File: config.mk
export PLATFORM = sky130hd
export DESIGN_NAME = bitwise_stream_unit
export DESIGN_NICKNAME = d
export VERILOG_FILES = /design/src/rtl/bitwise_stream_pkg.sv /design/src/rtl/bitwise_op_core.sv /design/src/rtl/bitwise_stream_unit.sv
export SDC_FILE = /design/constraint.sdc
export NUM_CORES = 1
export LEC_CHECK = 0
export BUFFER_PORTS_ARGS = -buffer_cell sky130_fd_sc_hd__buf_2
export CAP_MARGIN = 15
export CORE_MARGIN = 1.5
export CORE_UTILIZATION = 62
export CTS_CLUSTER_SIZE = 30
export DETAILED_ROUTE_END_ITERATION = 8
export PLACE_DENSITY = 0.91
export SYNTH_ARGS = -nofsm -noshare
export SYNTH_HDL_FRONTEND = slang
export SYNTH_HIERARCHICAL = 1
export SYNTH_SLANG_ARGS = --single-unit
export TNS_END_PERCENT = 100
File: constraint.sdc
create_clock -name clk -period 7.25 [get_ports clk]
set_input_delay 1.45 -clock clk [delete_from_list [all_inputs] [get_ports clk]]
set_output_delay 1.45 -clock clk [all_outputs]
set_load 0.01 [all_outputs]
File: src/rtl/bitwise_stream_pkg.sv
// Shared encodings for the bitwise stream datapath: op select codes and FSM states.
package bitwise_stream_pkg;

  localparam logic [2:0] OP_AND  = 3'd0;
  localparam logic [2:0] OP_OR   = 3'd1;
  localparam logic [2:0] OP_XOR  = 3'd2;
  localparam logic [2:0] OP_NAND = 3'd3;
  localparam logic [2:0] OP_NOR  = 3'd4;
  localparam logic [2:0] OP_XNOR = 3'd5;
  localparam logic [2:0] OP_NOTA = 3'd6;
  localparam logic [2:0] OP_PASS = 3'd7;

  typedef enum logic {
    ST_IDLE  = 1'b0,
    ST_ACCUM = 1'b1
  } state_t;

endpackage

File: src/rtl/bitwise_op_core.sv
// Combinational bitwise op mux; also instantiated by the ALU.
module bitwise_op_core
  import bitwise_stream_pkg::*;
#(
  parameter int WIDTH = 16
) (
  input  logic [WIDTH-1:0] a,
  input  logic [WIDTH-1:0] b,
  input  logic [2:0]       op,
  output logic [WIDTH-1:0] r
);

  always_comb begin
    r = a & b;
    case (op)
      OP_AND:  r = a & b;
      OP_OR:   r = a | b;
      OP_XOR:  r = a ^ b;
      OP_NAND: r = ~(a & b);
      OP_NOR:  r = ~(a | b);
      OP_XNOR: r = ~(a ^ b);
      OP_NOTA: r = ~a;
      OP_PASS: r = a;
      default: r = a & b;
    endcase
  end

endmodule

File: src/rtl/bitwise_stream_unit.sv
// Registered valid/ready bitwise unit; folds multi-beat bursts into one result.
module bitwise_stream_unit
  import bitwise_stream_pkg::*;
#(
  parameter int WIDTH = 16,
  parameter int CNT_W = 8
) (
  input  logic             clk,
  input  logic             rst_n,
  input  logic             in_valid,
  output logic             in_ready,
  input  logic [WIDTH-1:0] in_a,
  input  logic [WIDTH-1:0] in_b,
  input  logic [2:0]       in_op,
  input  logic             in_last,
  output logic             out_valid,
  input  logic             out_ready,
  output logic [WIDTH-1:0] out_data,
  output logic             out_zero,
  output logic [CNT_W-1:0] out_beats
);

  state_t           state;
  logic [WIDTH-1:0] acc;
  logic [CNT_W-1:0] cnt;
  logic [WIDTH-1:0] opnd_b;
  logic [WIDTH-1:0] r;
  logic [CNT_W-1:0] cnt_nxt;
  logic             fire;

  // Inside a burst the running partial result replaces in_b.
  assign opnd_b   = (state == ST_IDLE) ? in_b : acc;
  assign in_ready = !out_valid || out_ready;
  assign fire     = in_valid && in_ready;
  assign cnt_nxt  = (state == ST_IDLE) ? CNT_W'(1) :
                    (&cnt)             ? cnt : cnt + CNT_W'(1);

  bitwise_op_core #(.WIDTH(WIDTH)) u_core (
    .a  (in_a),
    .b  (opnd_b),
    .op (in_op),
    .r  (r)
  );

  always_ff @(posedge clk or negedge rst_n) begin
    if (!rst_n) begin
      state     <= ST_IDLE;
      acc       <= '0;
      cnt       <= '0;
      out_valid <= 1'b0;
      out_data  <= '0;
      out_zero  <= 1'b0;
      out_beats <= '0;
    end else begin
      if (out_valid && out_ready)
        out_valid <= 1'b0;
      if (fire) begin
        if (in_last) begin
          // A same-cycle pop and load keeps out_valid high with new data.
          out_valid <= 1'b1;
          out_data  <= r;
          out_zero  <= (r == '0);
          out_beats <= cnt_nxt;
          state     <= ST_IDLE;
          acc       <= '0;
          cnt       <= '0;
        end else begin
          acc   <= r;
          cnt   <= cnt_nxt;
          state <= ST_ACCUM;
        end
      end
    end
  end

endmodule

==> results.md <==
* Delay of the slowest cell on the worst path at 740 ps
* Transition at the pin with the smallest max-transition slack at 1030 ps
* Initial antenna violation count at 0
* Crit Path Class: input port to flip-flop
* Final critical-path setup slack at 3210 ps
* Max rail drop VDD at 0.173 mV
* Routed Antenna Nets at 0
* Count of flip-flops with a built-in enable after synthesis at 0
* Number of buffers added to fix hold violations after cts at 0
* Number of nets at the end of the flow at 591
* Fraction of final layout cells with drive strength greater than 1 at 0.245
* Mean area per synthesized cell at 8.78 µm²
* Number of global-route vias before repair at 3632
* Leakage power of the design at 2.20 nW
* Critical Path End Type: flip-flop
* Hold WC Path Type: flip-flop to flip-flop
* Internal Power at 0.000550 W
* Worst EP required at 7470 ps
* Sequential share of power at 0.424
* Number of diodes at 0
* Overall routing resource usage at 0.296
* Initial DRC count at 375
* Slew Limit Headroom at 0.313
* Worst Path Max Fanout at 61
* Yosys warning count at 6
* Cell area after synthesis at 4200 µm²
* Routed wirelength normalized by instance count at 18.2 µm
* Number of inserted filler cells in the final layout at 512
* Buffer and inverter count on the worst path at 1
* Worst path cell trace: buf_2, nand2_1, o22ai_1, nor2_1, o32a_2, nor4_1, nand4_1, o21ai_0
* Total die area at 7270 µm²
* Clock latency on the worst-skew pair at 310 ps
* Vias per cell at 6.44
* Clock-pin slew on the worst setup and hold paths at 90 ps
* Starting density of the core at 0.650
* Asr flop ratio synth at 1.00
* Number of max-cap violations at 0
* Total power divided by cell area at 189 nW/µm²
* Total global routing overflow at 0
* Clock network fraction of design power at 0.208
* Most used flip-flop cell after synthesis: dfrtp_1
* Cells resized by post-CTS repair at 0
* Placed standard-cell area at 4440 µm²
* Vias after detailed routing at 3841
* Clock period minus final worst setup slack at 4040 ps
* Number of buffers created by CTS at 5
* Combinational fraction of design power at 0.369
* Clock root buffer: clkbuf_8
* PnR Total Power at 0.000858 W
* Height of the chip at 85.3 µm
* Post-CTS Setup Bufs at 0
* Top delay family on crit path: simple AND/OR/NAND/NOR gates
* Sequential fraction of the synthesis area at 0.304
* Number of port buffers at 66
* Std-Cell Rows at 29
* HPWL after detailed placement at 7460 µm
* Finished layout cell area at 4530 µm²
* Die X-Extent at 85.3 µm
* Switching power at 0.000308 W
* Netlist cell types at 54
* Number of DRC violations after detailed routing at 3
* Critical-path top delay cell: buf_2
* Flop and latch count out of synthesis at 51
* Clk sink count at 51
* Violated checks: DRC
* Number of pins with negative max-slew slack in the final report at 0
* Most common cell after layout, fill and taps aside: buf_2
* Area added between synthesis and finish at 8.05%
* Max Buffers Root-to-Sink at 2
* Net count of the mapped netlist at 551
* Routability congestion estimate at 0.865
* Final worst-path cycle share at 0.557
* First-pass GRT wire length at 17200 µm
* Status: finished, violations left
* Boundary Pins at 67
* Final hold violation count at 0
* TritonCTS clock tree: built
* Switch share at 0.359
* Cells after Synth at 478
* Largest clock skew in the final design at 5.53 ps
* CP Data Arrival Time at 4260 ps
* Type of element launching the critical path: input port
* Core Region at 6460 µm²
* Final setup violation count at 0
* Post-detailed-routing wire length at 10800 µm
* Highest-count cells in the layout ignoring fill and taps: 66 x buf_2, 54 x nand2_1, 51 x dfrtp_1
* Drt pass-1 iters at 7
* Clock H-tree levels at 2
* Largest net degree at the start of global routing at 62
* Unrepaired setup endpoints after global routing: false
* Top achievable clock speed at 248 MHz
* Post-place setup slack at 2970 ps
* Final sum of negative setup slack at 0 ps
[registers in the layout, indices dropped and copies added (netlist names)]
| name | flops |
|---|---|
| out_beats | 8 |
| out_data | 16 |
| acc | 16 |
| state | 1 |
| out_zero | 1 |
| cnt | 8 |
| out_valid | 1 |
[synthesized netlist by cell type, types with 3 or more instances]
cell type,n,area share
nor3b_1,3,0.0054
nand2b_1,23,0.034
and4bb_2,3,0.0089
dfrtp_1,51,0.30
buf_6,4,0.011
o32a_2,5,0.013
a211o_1,3,0.0063
nor2b_1,3,0.0045
a211oi_1,7,0.013
o22ai_1,14,0.021
clkbuf_1,8,0.0072
nand2_1,54,0.048
inv_1,45,0.040
nand4_1,3,0.0045
o32a_1,4,0.0095
buf_2,17,0.020
nand3_1,3,0.0036
o2111ai_1,5,0.010
nor2_1,22,0.020
a2bb2oi_1,9,0.019
ha_1,33,0.098
a21oi_1,37,0.044
buf_4,3,0.0054
o21ai_0,17,0.020
mux2_2,33,0.089
nand3b_1,16,0.029
mux2i_1,8,0.019
o32ai_1,8,0.017
nor4_1,4,0.0060
[worst reg2reg max path, delay by kind of cell, from the launching register on]
kind / cells / cell delay, ps
and+or+nand+nor: 3 / 710
AOI/OAI and AO/OA: 4 / 840
adders and majority gates: 1 / 210
muxes: 1 / 450
DFF: 1 / 1030
[power groups by stage]
stage / combinational [W] / clock, W / sequential, W
after detailed placement: 0.000309 / 0 / 0.000369
after floorplan: 0.000206 / 0 / 0.000370
after CTS: 0.000311 / 0.000178 / 0.000363
after global routing: 0.000344 / 0.000188 / 0.000368
after global placement: 0.000293 / 0 / 0.000366
final: 0.000316 / 0.000178 / 0.000363
[kinds of logic (layout without fill, tap and decap cells)]
family,after synthesis,in the layout,share of synthesized area
xor gates and xnor gates,2,2,0.00417
buffers and inverters,79,120,0.0859
and+or+nand+nor,149,149,0.193
adders and majority gates,33,33,0.0984
muxes,42,42,0.113
DFF,51,51,0.304
AOI/OAI and AO/OA,122,122,0.202
[through the flow]
step / std cells / hold slack, ps / utilization
CTS: 596 / 472 / 0.702
global route: 596 / 495 / 0.702
finish: 596 / 467 / 0.702
global placement: 588 / 444 / 0.687
floorplan: 478 / 433 / -
detailed placement: 588 / 450 / 0.687
[path summary, 6_finish.rpt]
path	from	end	slack [ps]	cells after the start
worst max register to register	state	out_zero	3910	9
worst max-delay path	in_op[2]	out_zero	3210	8
worst min-delay path	out_beats[4]	out_beats[4]	470	2
max in group asynchronous	rst_n	out_valid	5570	2
min in group asynchronous	rst_n	acc[7]	1230	2
worst min register to register	out_beats[4]	out_beats[4]	470	2
[routing by layer]
metal	GRT usage	share of wire	vias to the layer above
li1	-	-	1777
met1	0.372	0.40	1822
met2	0.510	0.49	204
met3	0.0389	0.073	38
met4	0.129	0.034	0
met5	0	0	-
[area by class of cell]
class	count	area, µm²	share of cell area
timing repair buffer	67	338	0.0745
clock inverter	1	8.76	0.00193
multi-input combinational	348	2560	0.565
inverter	45	169	0.0373
tap	77	96.3	0.0212
sequential	51	1280	0.281
clock buffer	7	86.3	0.0190
(Power assumes the default switching activity.)
